`src/rtl/tomasulo_pkg.sv`:
```
// Shared Tomasulo definitions: opcodes, default widths and the ROB entry payload.
package tomasulo_pkg;

    localparam int unsigned DATA_W = 8;
    localparam int unsigned REG_W  = 4;
    localparam int unsigned OP_W   = 4;
    localparam int unsigned INST_W = 16;

    localparam logic [OP_W-1:0] OP_SUB   = 4'b0000;
    localparam logic [OP_W-1:0] OP_ADD   = 4'b0001;
    localparam logic [OP_W-1:0] OP_MUL   = 4'b0010;
    localparam logic [OP_W-1:0] OP_DIV   = 4'b0011;
    localparam logic [OP_W-1:0] OP_STORE = 4'b0100;
    localparam logic [OP_W-1:0] OP_LOAD  = 4'b0101;

    typedef struct packed {
        logic              busy;
        logic              done;
        logic [OP_W-1:0]   opcode;
        logic [REG_W-1:0]  dest;
        logic [DATA_W-1:0] value;
    } rob_entry_t;

    // True for opcodes that retire to memory rather than the register file.
    function automatic logic is_store(input logic [OP_W-1:0] op);
        return op == OP_STORE;
    endfunction

endpackage

```
`src/rtl/rob_param.sv`:
```
// Parametrised reorder buffer: in-order allocate, CDB capture, operand lookup,
// in-order retirement and full flush.
module rob_param #(
    parameter int unsigned DEPTH  = 8,
    parameter int unsigned TAG_W  = $clog2(DEPTH),
    parameter int unsigned DATA_W = 8,
    parameter int unsigned REG_W  = 4,
    parameter int unsigned OP_W   = 4
) (
    input  logic              clk,
    input  logic              rst_n,
    input  logic              flush,
    input  logic              alloc_valid,
    output logic              alloc_ready,
    input  logic [OP_W-1:0]   alloc_opcode,
    input  logic [REG_W-1:0]  alloc_dest,
    output logic [TAG_W-1:0]  alloc_tag,
    input  logic              wb_valid,
    input  logic [TAG_W-1:0]  wb_tag,
    input  logic [DATA_W-1:0] wb_value,
    input  logic [TAG_W-1:0]  rd_tag_a,
    input  logic [TAG_W-1:0]  rd_tag_b,
    output logic              rd_ready_a,
    output logic              rd_ready_b,
    output logic [DATA_W-1:0] rd_value_a,
    output logic [DATA_W-1:0] rd_value_b,
    output logic              commit_valid,
    input  logic              commit_ready,
    output logic [TAG_W-1:0]  commit_tag,
    output logic [OP_W-1:0]   commit_opcode,
    output logic [REG_W-1:0]  commit_dest,
    output logic [DATA_W-1:0] commit_value,
    output logic              commit_reg_we,
    output logic [TAG_W:0]    count,
    output logic              full,
    output logic              empty
);

    import tomasulo_pkg::*;

    localparam int unsigned CNT_W = TAG_W + 1;

    // Per-entry state; busy/done are reset, payload fields are not.
    logic [DEPTH-1:0]  ent_busy;
    logic [DEPTH-1:0]  ent_done;
    logic [OP_W-1:0]   ent_opcode [DEPTH];
    logic [REG_W-1:0]  ent_dest   [DEPTH];
    logic [DATA_W-1:0] ent_value  [DEPTH];

    logic [TAG_W-1:0]  head;
    logic [TAG_W-1:0]  tail;
    logic [CNT_W-1:0]  count_q;

    logic              alloc_fire;
    logic              commit_fire;
    logic              wb_hit;

    // Operand lookup with same-cycle CDB bypass; returns {ready, value}.
    function automatic logic [DATA_W:0] lookup(
        input logic              busy_t,
        input logic              done_t,
        input logic [DATA_W-1:0] value_t,
        input logic              bypass_t,
        input logic [DATA_W-1:0] bypass_value
    );
        logic              ready;
        logic [DATA_W-1:0] value;
        ready = 1'b0;
        value = '0;
        if (busy_t) begin
            ready = done_t || bypass_t;
            value = bypass_t ? bypass_value : value_t;
        end
        return {ready, value};
    endfunction

    // Occupancy flags and handshake decode.
    always_comb begin
        full         = (count_q == CNT_W'(DEPTH));
        empty        = (count_q == '0);
        count        = count_q;
        alloc_ready  = !full;
        alloc_tag    = tail;
        alloc_fire   = alloc_valid && !full;
        wb_hit       = wb_valid && ent_busy[wb_tag];
        commit_valid = !empty && ent_done[head];
        commit_fire  = commit_valid && commit_ready;
    end

    // Head entry presented to the retirement consumer.
    always_comb begin
        commit_tag    = head;
        commit_opcode = ent_opcode[head];
        commit_dest   = ent_dest[head];
        commit_value  = ent_value[head];
        commit_reg_we = commit_valid && (ent_opcode[head] != OP_W'(OP_STORE));
    end

    // Two reservation-station lookup ports.
    always_comb begin
        {rd_ready_a, rd_value_a} = lookup(ent_busy[rd_tag_a], ent_done[rd_tag_a],
                                          ent_value[rd_tag_a],
                                          wb_valid && (wb_tag == rd_tag_a), wb_value);
        {rd_ready_b, rd_value_b} = lookup(ent_busy[rd_tag_b], ent_done[rd_tag_b],
                                          ent_value[rd_tag_b],
                                          wb_valid && (wb_tag == rd_tag_b), wb_value);
    end

    // Control state: pointers, count and busy/done bits; reset then flush win.
    always_ff @(posedge clk) begin
        if (!rst_n || flush) begin
            ent_busy <= '0;
            ent_done <= '0;
            head     <= '0;
            tail     <= '0;
            count_q  <= '0;
        end else begin
            if (wb_hit) begin
                ent_done[wb_tag] <= 1'b1;
            end
            if (alloc_fire) begin
                ent_busy[tail] <= 1'b1;
                ent_done[tail] <= 1'b0;
                tail           <= tail + TAG_W'(1);
            end
            if (commit_fire) begin
                ent_busy[head] <= 1'b0;
                ent_done[head] <= 1'b0;
                head           <= head + TAG_W'(1);
            end
            count_q <= count_q + CNT_W'(alloc_fire) - CNT_W'(commit_fire);
        end
    end

    // Payload capture; contents of free slots are don't-care so no reset.
    always_ff @(posedge clk) begin
        if (alloc_fire) begin
            ent_opcode[tail] <= alloc_opcode;
            ent_dest[tail]   <= alloc_dest;
        end
        if (wb_hit) begin
            ent_value[wb_tag] <= wb_value;
        end
    end

    // A second writeback to a completed entry indicates a CDB protocol error.
    always_ff @(posedge clk) begin
        if (rst_n && !flush && wb_hit) begin
            assert (!ent_done[wb_tag])
                else $error("rob_param: writeback to already-completed tag %0d", wb_tag);
        end
    end

endmodule

```
`config.mk`:
```
export PLATFORM = sky130hd
export DESIGN_NAME = rob_param
export DESIGN_NICKNAME = d
export VERILOG_FILES = /design/src/rtl/tomasulo_pkg.sv /design/src/rtl/rob_param.sv
export SDC_FILE = /design/constraint.sdc
export NUM_CORES = 1
export LEC_CHECK = 0
export BUFFER_PORTS_ARGS = -buffer_cell sky130_fd_sc_hd__buf_2
export CAP_MARGIN = 15
export CORE_ASPECT_RATIO = 1.75
export CORE_MARGIN = 4
export CORE_UTILIZATION = 54
export DETAILED_ROUTE_END_ITERATION = 6
export GPL_ROUTABILITY_DRIVEN = 0
export MAX_ROUTING_LAYER = met4
export PLACE_DENSITY = 0.77
export SLEW_MARGIN = 20
export SYNTH_ARGS = -nofsm -noshare
export SYNTH_HDL_FRONTEND = slang
export SYNTH_SLANG_ARGS = --single-unit
```
`constraint.sdc`:
```
create_clock -name clk -period 2.45 [get_ports clk]
set_input_delay 0.1225 -clock clk [delete_from_list [all_inputs] [get_ports clk]]
set_output_delay 0.1225 -clock clk [all_outputs]
set_load 0.05 [all_outputs]
```
==> flow_summary.toml <==
[status]
status = "complete, but fails checks"
violations = "design-rule violations"

[setup_path]
crit_fanout = 8
max_stage_delay_ns = 0.51
path_class = "register to register"
cpMaxStageDelayCell = "mux4_2"
worstPathRequired_ns = 2.73
arrival_ns = 2.67
reg2reg_setup_slack_ns = 0.06
startpoint_type = "register"
endpoint_kind = "register"
cp_cell_sequence = "mux2i_1 > mux4_2 > nor2_2 > ha_2 > inv_1 > ha_4 > inv_2 > fa_2 > nor2_1"

[synthesis]
seq_area_frac_synth = 0.559
syn_inst = 496
synth.cell_area_um2 = 7920
syn_nets = 536
synth_area_per_cell_um2 = 16.0
ys_warn_count = 0
synth.ff_latch_count = 157
synth_cell_types = 42

[floorplanning]
initial_core_util = 0.551
die_w_um = 99.5
row_count = 58
die_y_um = 168
dieArea_um2 = 16700
core_area_um2 = 14400
num_io_pins = 80

[sta]
skew_ns = 0.00643
final.min_clock_period_ns = 2.39
hold_viol = 0
slew_headroom = 0.443
fmax_mhz = 419
timing.final.crit_share = 0.974
drv_slew = 0
fin_ws_ns = 0.0625
max_slew.worst_pin.slew_ns = 0.831
grt_setup_unrepaired = "no"
setup_viol = 0
holdWs_ns = 0.0113

[drt]
vias = 5086
drt-pass1-iter-count = 7
ant_nets = 0
vias_per_cell = 6.41
dr.first_iter.drc_count = 301
drc = 1
wl_per_cell_um = 24.3
wirelength_um = 19300

[place]
port_buffers = 79
place_ws_ns = -0.00753
place.detailed.hpwl_um = 13300
placed_cells = 754

[power_and_ir_drop]
p_int_mw = 4.63
p_sw_mw = 1.43
switching_share = 0.237
p_comb_frac = 0.071
clkPwrFrac = 0.450
seqPwrFrac = 0.479
power_mw = 6.06
leakagePower_nw = 3.30
power.density_nw_per_um2 = 644
peakVddDrop_v = 0.000606

[global_routing]
grt_use_total = 0.248
grt_pass1_vias = 5445
grt_pass1_wl_um = 30000
gr-total-overflow = 0
antenna_found_initial = 0
grt_max_degree = 27

[clock_network]
cts.reportedPaths.clkPinSlew_ns = 0.07
cts_sinks = 157
cts_root_buffer = "clkbuf_16"
postCtsSetupRepairBufs = 0
cts_tree = "done"
htreeDepth = 4
clk_latency_ns = 0.42
numCtsBuffers = 17
clock_path_buffers = 2

[final_layout]
fin_util = 0.655
drive_gt1_frac = 0.445
stdcell_count = 794
num_antenna_cells = 0
nNetsFinal = 641
syn2layout_area_growth_pct = 18.9

[run]
drv_cap = 0

[hold_path]
hp-class = "input port to register"
[per-layer routing]
layer	global-route usage	wire, µm	vias up	part of all wire
met4	0.100	612	0	0.032
met1	0.278	6900	2580	0.36
met2	0.435	10700	227	0.55
li1	-	-	2224	-
met5	-	0	-	0
met3	0.0435	1080	55	0.056
[worst max-delay path: cells and delay by family, from the launching register on]
kind / cells / cell delay (ns)
adder cells (fa/ha/maj): 3 / 0.92
buffers and inverters: 2 / 0.14
AND/OR/NAND/NOR: 2 / 0.16
flip-flops: 1 / 0.38
multiplexers: 2 / 0.63
[synth_stat cells]
library cell / count / share of area
a2111oi_0: 7 / 0.0077
a211oi_1: 17 / 0.016
a21o_1: 1 / 0.00095
a21oi_1: 8 / 0.0051
a22o_1: 1 / 0.0011
and2_1: 3 / 0.0024
buf_1: 8 / 0.0038
buf_2: 9 / 0.0057
buf_4: 6 / 0.0057
buf_6: 2 / 0.0028
clkbuf_1: 8 / 0.0038
dfxtp_1: 29 / 0.073
edfxtp_1: 128 / 0.49
fa_1: 1 / 0.0025
ha_1: 8 / 0.013
inv_1: 27 / 0.013
mux2_2: 25 / 0.036
mux2i_1: 26 / 0.033
mux4_2: 73 / 0.21
nand2_1: 9 / 0.0043
nand2b_1: 4 / 0.0032
nand3_1: 6 / 0.0038
nand4_1: 6 / 0.0047
nand4_2: 1 / 0.0016
nand4b_1: 4 / 0.0044
nor2_1: 32 / 0.015
nor2b_1: 6 / 0.0047
nor3_1: 7 / 0.0044
nor4_1: 5 / 0.0040
nor4b_1: 2 / 0.0022
o21ai_0: 4 / 0.0025
o21ba_2: 1 / 0.0013
o221a_1: 2 / 0.0028
o221a_2: 3 / 0.0043
o22ai_1: 1 / 0.00079
o31a_1: 1 / 0.0011
o31ai_1: 1 / 0.00095
or3_1: 1 / 0.00079
or3_4: 1 / 0.0014
or3b_2: 2 / 0.0022
xnor2_1: 7 / 0.0077
xor2_1: 3 / 0.0033
[logic make-up after synthesis]
family          share of synthesized area
mux                                 0.276
xor+xnor                           0.0111
compound gates                     0.0447
fa+ha+maj                          0.0152
buf+inv                            0.0346
flops                               0.559
simple gates                       0.0593
[stage by stage]
| stage | TNS (ns) | instance area (µm²) |
|---|---|---|
| 4_1_cts | 0 | 9390 |
| 5_1_grt | 0 | 9410 |
| 3_3_place_gp | 0 | 8670 |
| 6_report | 0 | 9410 |
| 3_5_place_dp | -0.00753 | 8670 |
| 2_1_floorplan | -0.236 | 8000 |
[layout make-up]
type	instances	area [µm²]
timing repair buffer	119	719
fill	1020	4960
sequential	157	4450
clock inverter	15	200
inverter	27	101
multi-input combinational	279	3290
tap	180	225
clock buffer	17	425
[sequential cells by signal, indices dropped and copies added, names as in the netlist, named ones only]
register and flops:
ent_value 64, ent_dest 32, ent_opcode 32, ent_busy 8, ent_done 8, count 4, alloc_tag 3, commit_tag 3
[timing repair]
action,CTS,global route
hold buffers,8,0
gates cloned,0,0
gates resized for setup,6,5
endpoints found under the hold margin,64,0
setup endpoints to repair,13,3
[placed cells by master (no fill, tap or decap), types with 3 or more instances in the layout]
master,instances
nor3_1,7
ha_1,6
inv_1,25
and2_1,3
buf_4,31
edfxtp_1,128
dlygate4sd3_1,8
mux2i_1,26
a211oi_1,17
xor2_1,3
inv_6,3
nand2_1,7
nand4b_1,4
dfxtp_1,19
nand3_1,6
nor2b_1,6
nand4_1,6
a21oi_1,7
nor4_1,4
mux2_2,25
a2111oi_0,7
buf_2,79
mux4_2,73
nand2b_1,4
inv_8,5
xnor2_1,7
clkbuf_16,17
dfxtp_4,5
o221a_2,3
o21ai_0,4
nor2_1,30
dfxtp_2,5
[power by group through the flow]
stage               Sequential [mW]  Clock [mW]  Combinational [mW]
floorplan                      2.98           0               0.261
global placement               2.96           0               0.400
detailed placement             2.96           0               0.414
CTS                            2.90        2.75               0.427
global route                   2.90        2.87               0.457
finish                         2.90        2.73               0.428
[path summary, 6_finish.rpt]
path,from,end,cells past startpoint
setup / recovery,commit_tag[0],count[1],9
hold / removal,wb_value[1],ent_value[6][1],1
setup reg to reg,commit_tag[0],count[1],9
hold reg to reg,ent_done[7],ent_done[7],2
(Power assumes the default switching activity.)
